===== config.mk =====
export PLATFORM = sky130hd
export DESIGN_NAME = rem_unit
export DESIGN_NICKNAME = d
export VERILOG_FILES = /design/src/rtl/rem_unit.sv
export SDC_FILE = /design/constraint.sdc
export NUM_CORES = 1
export LEC_CHECK = 0
export CAP_MARGIN = 0
export CORE_MARGIN = 5
export CORE_UTILIZATION = 40
export CTS_CLUSTER_DIAMETER = 50
export DETAILED_ROUTE_END_ITERATION = 8
export PLACE_DENSITY = 0.74
export SYNTH_ARGS = -nofsm -noshare
export SYNTH_HDL_FRONTEND = slang
export SYNTH_SLANG_ARGS = --single-unit

===== constraint.sdc =====
create_clock -name clk -period 3.6 [get_ports clk]
set_input_delay 0.36 -clock clk [delete_from_list [all_inputs] [get_ports clk]]
set_output_delay 0.36 -clock clk [all_outputs]
set_load 0.05 [all_outputs]

===== src/rtl/rem_unit.sv =====
// rtl/rem_unit.sv - sequential sign-magnitude remainder unit (restoring shift-subtract)
// Optional quotient output enabled by defining REM_QUOTIENT_EN.
module rem_unit #(
   parameter int W = 3
) (
   input  logic         clk,
   input  logic         rst,
   input  logic         start,
   input  logic [W-1:0] numerator,
   input  logic [W-1:0] denominator,
   output logic [W-1:0] remainder,
   output logic         divbyzero,
   output logic         busy,
   output logic         done
`ifdef REM_QUOTIENT_EN
   ,
   output logic [W-1:0] quotient
`endif
);

   localparam int M  = W - 1;
   localparam int CW = (M > 1) ? $clog2(M) : 1;

   typedef enum logic [1:0] {S_IDLE, S_CALC, S_FIN} state_t;

   state_t         state_q, state_d;
   logic           sign_q;
   logic [M-1:0]   num_q, den_q, prem_q;
   logic [CW-1:0]  cnt_q;

   logic           den_zero, last, fits;
   logic [M:0]     shifted;
   logic [M-1:0]   diff, prem_n;
   logic           den_sign_unused;

   assign den_sign_unused = denominator[W-1];
   assign den_zero = ~|denominator[M-1:0];
   assign last     = (cnt_q == CW'(M - 1));

   // Partial remainder stays below the divisor, so only the shifted value needs the extra bit.
   assign shifted = {prem_q, num_q[M-1]};
   assign fits    = (shifted >= {1'b0, den_q});
   assign diff    = shifted[M-1:0] - den_q;
   assign prem_n  = fits ? diff : shifted[M-1:0];

   assign busy = (state_q != S_IDLE);
   assign done = (state_q == S_FIN);

   always_ff @(posedge clk or posedge rst) begin
      if (rst) state_q <= S_IDLE;
      else     state_q <= state_d;
   end

   always_comb begin
      state_d = state_q;
      case (state_q)
         S_IDLE:  if (start) state_d = den_zero ? S_FIN : S_CALC;
         S_CALC:  if (last) state_d = S_FIN;
         S_FIN:   state_d = S_IDLE;
         default: state_d = S_IDLE;
      endcase
   end

`ifdef REM_QUOTIENT_EN
   logic [M-1:0] quo_q;
`endif

   always_ff @(posedge clk or posedge rst) begin
      if (rst) begin
         sign_q    <= 1'b0;
         num_q     <= '0;
         den_q     <= '0;
         prem_q    <= '0;
         cnt_q     <= '0;
         remainder <= '0;
         divbyzero <= 1'b0;
`ifdef REM_QUOTIENT_EN
         quo_q     <= '0;
         quotient  <= '0;
`endif
      end else begin
         case (state_q)
            S_IDLE: begin
               if (start) begin
                  sign_q <= numerator[W-1];
                  num_q  <= numerator[M-1:0];
                  den_q  <= denominator[M-1:0];
                  prem_q <= '0;
                  cnt_q  <= '0;
`ifdef REM_QUOTIENT_EN
                  quo_q  <= '0;
`endif
                  // A zero divisor skips the iterations and publishes straight away.
                  if (den_zero) begin
                     remainder <= numerator;
                     divbyzero <= 1'b1;
`ifdef REM_QUOTIENT_EN
                     quotient  <= {numerator[W-1], {M{1'b1}}};
`endif
                  end
               end
            end
            S_CALC: begin
               prem_q <= prem_n;
               num_q  <= num_q << 1;
               cnt_q  <= cnt_q + CW'(1);
`ifdef REM_QUOTIENT_EN
               quo_q  <= (quo_q << 1) | M'(fits);
`endif
               if (last) begin
                  remainder <= {sign_q, prem_n};
                  divbyzero <= 1'b0;
`ifdef REM_QUOTIENT_EN
                  quotient  <= {sign_q, (quo_q << 1) | M'(fits)};
`endif
               end
            end
            default: ;
         endcase
      end
   end

endmodule


==> impl_table.tex <==
\begin{tabular}{lr}
\hline
Metric & Value \\
\hline
\multicolumn{2}{l}{\textbf{Setup path}} \\
\quad Required time of the critical path & around 3200 ps \\
\quad Endpoint of the most critical setup path & busy \\
\quad Launch point of the worst path & state\_q[0]\$\_DFFE\_PP0P\_ \\
\quad R2R cell count & 4 \\
\quad Cells along the critical path & or2\_2 > clkdlybuf4s50\_1 \\
\quad Critical Path Source Type & register \\
\quad Data arrival time at the worst-slack endpoint & $\sim$1700 ps \\
\quad RR Startpoint & prem\_q[0]\$\_DFFE\_PP0P\_ \\
\quad Classification of the worst setup path & reg -> out \\
\quad Crit path largest cell delay & $\sim$700 ps \\
\quad Worst flop-to-flop path endpoint & remainder[0]\$\_DFFE\_PP0P\_ \\
\quad Flop-to-flop setup slack & roughly 2100 ps \\
\quad Slowest-stage cell, CP & sky130\_fd\_sc\_hd\_\_clkdlybuf4s50\_1 \\
\quad Type of destination of the critical path & output pin \\
\quad Max FO, Critical Path & 8 \\
\multicolumn{2}{l}{\textbf{Timing}} \\
\quad Count of endpoints failing hold in the final timing report & 0 \\
\quad Setup TNS & 0 ps \\
\quad Count of pins over their slew limit & 0 \\
\quad Setup repair after global routing missed its margin & no \\
\quad Worst clock skew & roughly 1.8 ps \\
\quad Clock period minus worst slack & around 2100 ps \\
\quad Worst slew margin relative to its limit & 65.7\% \\
\quad Peak Freq & around 480 MHz \\
\quad Transition at the pin with the smallest max-transition slack & about 510 ps \\
\quad Final setup vio count & 0 \\
\quad Portion of the clock cycle consumed by the worst path in the final layout & roughly three fifths \\
\multicolumn{2}{l}{\textbf{Global route}} \\
\quad Total Routing Usage GR & between 10\% and 20\% \\
\quad Via count of the first global-routing pass & 547 \\
\quad Maximum number of pins on one net before global-route repair & 15 \\
\quad Gr ovfl total & 0 \\
\quad Wire length of the first global-routing pass & 2410 um \\
\quad Initial antenna violation count & 0 \\
\multicolumn{2}{l}{\textbf{CTS}} \\
\quad Post-CTS clock slew at the launch and capture registers of the worst setup and hold paths & about 80 ps \\
\quad Post-CTS Setup Bufs & 0 \\
\quad \# resized after CTS & 0 \\
\quad Maximum buffer depth of the clock tree & 2 \\
\quad Clock latency of the later-clocked register in the worst-skew pair & 270 ps \\
\quad Count of hold buffers inserted by post-cts repair & 0 \\
\quad CTS tree & done \\
\quad CTS root buffer & sky130\_fd\_sc\_hd\_\_clkbuf\_4 \\
\quad Num Clock Sinks & 14 \\
\quad Htree depth & 1 \\
\quad Total clock buffers created by CTS & 3 \\
\multicolumn{2}{l}{\textbf{Power}} \\
\quad Cell internal pwr & about 0.00048 W \\
\quad Sequential power share & 33.2\% \\
\quad Gate power share & a little over half \\
\quad Static leakage & around 0.38 nW \\
\quad Sw Pwr & roughly 0.0004 W \\
\quad Power Density & around 1000 nW/um2 \\
\quad Worst IR Drop VDD & a little over 0.4 mV \\
\quad Share of total power in the clock network & about 13\% \\
\quad Net Sw Frac & 45.2\% \\
\multicolumn{2}{l}{\textbf{Detailed routing}} \\
\quad Vias & $\sim$570 \\
\quad Total wirelength of the detailed-routed design & 1360 um \\
\quad Routed length per placed instance & between 10 and 15 um \\
\quad First-pass iteration count of the detailed router & 4 \\
\quad Iteration-0 DRC count of the detailed router & 7 \\
\quad Post-detailed-route DRC marker count & 0 \\
\quad Detail-routed via count per cell & 5.38 \\
\quad Post-DRT Antenna Nets & 0 \\
\multicolumn{2}{l}{\textbf{Synth}} \\
\quad Post-synthesis simple-gate area fraction & 23.1\% \\
\quad Number of distinct standard cells referenced by the synthesized netlist & 23 \\
\quad Number of standard cells after synthesis & slightly above 70 \\
\quad Sequential element share of the synthesized area & 51.3\% \\
\quad Synth warn & 0 \\
\quad Nets in the synthesized netlist & 82 \\
\quad Compound-cell area share of the yosys netlist & 15.8\% \\
\quad Adder-cell share of the synthesized area & 3.66\% \\
\quad Main combinational cell family by area after synthesis & simple AND/OR/NAND/NOR gates \\
\quad Multiplexer share of the synthesized area & approximately 3.3\% \\
\quad Syn Area/Cell & $\sim$9.6 um2 \\
\quad Share of the synthesized netlist area taken by xor and xnor gates & 0\% \\
\quad Count of state elements after synthesis & 14 \\
\quad Post-synthesis instance area & between 600 and 700 um2 \\
\multicolumn{2}{l}{\textbf{Finish}} \\
\quad Final standard cell area without fillers & 873 um2 \\
\quad Total area of multi-input combinational cells & $\sim$310 um2 \\
\quad Final-stage net count & 100 \\
\quad Syn-to-layout area delta & 27.8\% \\
\quad Number of diodes added for antenna fixing & 0 \\
\quad Footprint of the flip-flops and latches & between 300 and 400 um2 \\
\quad Count of fill cells added during filler insertion & 148 \\
\quad Final cell count without fillers & approximately 110 \\
\quad Fraction of final layout cells sized beyond drive strength 1 & between 10 and 15\% \\
\multicolumn{2}{l}{\textbf{Placement}} \\
\quad Count of input and output buffers & 13 \\
\quad Half-perimeter wire length after detailed placement & 1040 um \\
\quad Placed cell area & around 840 um2 \\
\quad Placed cells & 101 \\
\quad Gpl congestion & approximately 0.76 \\
\multicolumn{2}{l}{\textbf{Floorplanning}} \\
\quad Number of primary I/O pins & 15 \\
\quad Horiz. Die Dim & around 50 um \\
\quad Core area & 1670 um2 \\
\quad Die span in y & between 50 and 60 um \\
\quad Die Outline Area & about 2600 um2 \\
\quad Initial Utilization & 40.9\% \\
\quad Standard-cell row count & 15 \\
\multicolumn{2}{l}{\textbf{Min path}} \\
\quad Class of the most critical hold timing path & in -> async \\
\multicolumn{2}{l}{\textbf{Job}} \\
\quad Max-cap violations & 0 \\
\multicolumn{2}{l}{\textbf{Outcome}} \\
\quad Status & completed \\
\hline
\end{tabular}
-- worst min path at each step --
stage                          startpoint                    end  slack [ps]  cells past startpoint
floorplan                             rst      cnt_q$_DFFE_PP0P_         250                      1
global placement    divbyzero$_DFFE_PP0P_  divbyzero$_DFFE_PP0P_         460                      2
detailed placement  divbyzero$_DFFE_PP0P_  divbyzero$_DFFE_PP0P_         470                      2
CTS                                   rst   num_q[1]$_DFFE_PP0P_         420                      2
global route                          rst   num_q[1]$_DFFE_PP0P_         450                      2
finish                                rst   num_q[1]$_DFFE_PP0P_         410                      2
-- power by group through the flow --
| stage | registers, W | logic [W] | clock network, W |
|---|---|---|---|
| final | 0.000291 | 0.000473 | 0.000111 |
| after global routing | 0.000304 | 0.000526 | 0.000125 |
| after CTS | 0.000290 | 0.000477 | 0.000116 |
| after detailed placement | 0.000293 | 0.000477 | 0 |
| after global placement | 0.000290 | 0.000463 | 0 |
| after floorplan | 0.000359 | 0.000272 | 0 |
-- Yosys cell counts (all sizes together) --
master | number | area share (%)
or4b | 1 | 2.0
nor2 | 5 | 2.7
nor3 | 2 | 1.5
a31oi | 2 | 1.8
buf | 1 | 0.73
a2111o | 1 | 1.6
o22ai | 1 | 0.92
o31ai | 1 | 1.1
nand2b | 2 | 1.8
nand2 | 16 | 8.8
a21oi | 1 | 2.4
a22oi | 1 | 1.1
nor2b | 3 | 2.7
ha | 2 | 3.7
inv | 4 | 2.2
nor3b | 1 | 1.1
mux2 | 2 | 3.3
o21ai | 6 | 4.4
o41ai | 1 | 1.3
or2 | 1 | 0.92
o211ai | 1 | 1.1
dfrtp | 14 | 51
nand3 | 2 | 1.5
-- registers in the layout, indices dropped and copies added, names as in the netlist --
register	flops
cnt_q	1
den_q	2
divbyzero	1
num_q	2
prem_q	2
remainder	3
sign_q	1
state_q	2
-- cells by family after synthesis --
logic type,count (synthesis)
AOI/OAI and AO/OA,15
adders and majority gates,2
buffers and inverters,5
DFF,14
muxes,2
and+or+nand+nor,33
-- critical path: cells and delay by family, from the launching register on --
kind,cells,cell delay (ps)
buf+inv,1,700
simple gates,1,300
flops,1,460
-- per-stage QoR --
stage	hold WS, ps	worst slack (ps)	power [W]	utilization, %
floorplan	249	2080	0.000631	-
global placement	460	1720	0.000753	50.1
detailed placement	469	1720	0.000770	50.1
CTS	424	1490	0.000883	52.3
global route	451	1410	0.000955	52.3
finish	413	1500	0.000875	52.3
-- routing by layer --
layer,up-vias,part of all wire [%],global-route usage (%)
met2,9,53,19.7
met4,0,0.74,6.55
li1,281,-,-
met1,273,44,15.4
met5,-,0,0
met3,2,2.7,1.75
-- cell usage in the layout (no fill, tap or decap) --
cell,netlist,layout
sky130_fd_sc_hd__nand2_1,16,16
sky130_fd_sc_hd__dfrtp_1,14,14
sky130_fd_sc_hd__clkdlybuf4s50_1,0,13
sky130_fd_sc_hd__o21ai_0,6,6
sky130_fd_sc_hd__nor2_1,5,5
sky130_fd_sc_hd__inv_1,4,4
sky130_fd_sc_hd__nor2b_1,3,3
sky130_fd_sc_hd__clkbuf_4,0,3
sky130_fd_sc_hd__mux2_2,2,2
sky130_fd_sc_hd__nand2b_1,2,2
sky130_fd_sc_hd__nand3_1,2,2
sky130_fd_sc_hd__nor3_1,2,2
sky130_fd_sc_hd__a31oi_1,2,2
sky130_fd_sc_hd__ha_1,2,2
sky130_fd_sc_hd__or4b_4,1,1
sky130_fd_sc_hd__a21oi_4,1,1
sky130_fd_sc_hd__nor3b_1,1,1
sky130_fd_sc_hd__o31ai_1,1,1
sky130_fd_sc_hd__o41ai_1,1,1
sky130_fd_sc_hd__o211ai_1,1,1
sky130_fd_sc_hd__a2111o_1,1,1
sky130_fd_sc_hd__o22ai_1,1,1
sky130_fd_sc_hd__or2_2,1,1
sky130_fd_sc_hd__a22oi_1,1,1
sky130_fd_sc_hd__clkbuf_8,0,1
sky130_fd_sc_hd__buf_4,0,1
-- layout make-up --
cell class | instances | share of cell area (%)
sequential | 14 | 40.1
multi-input combinational | 52 | 35.8
timing repair buffer | 14 | 15.8
clock buffer | 4 | 4.15
tap | 17 | 2.44
inverter | 4 | 1.72
Note: power is estimated with default switching activity, not from simulation.
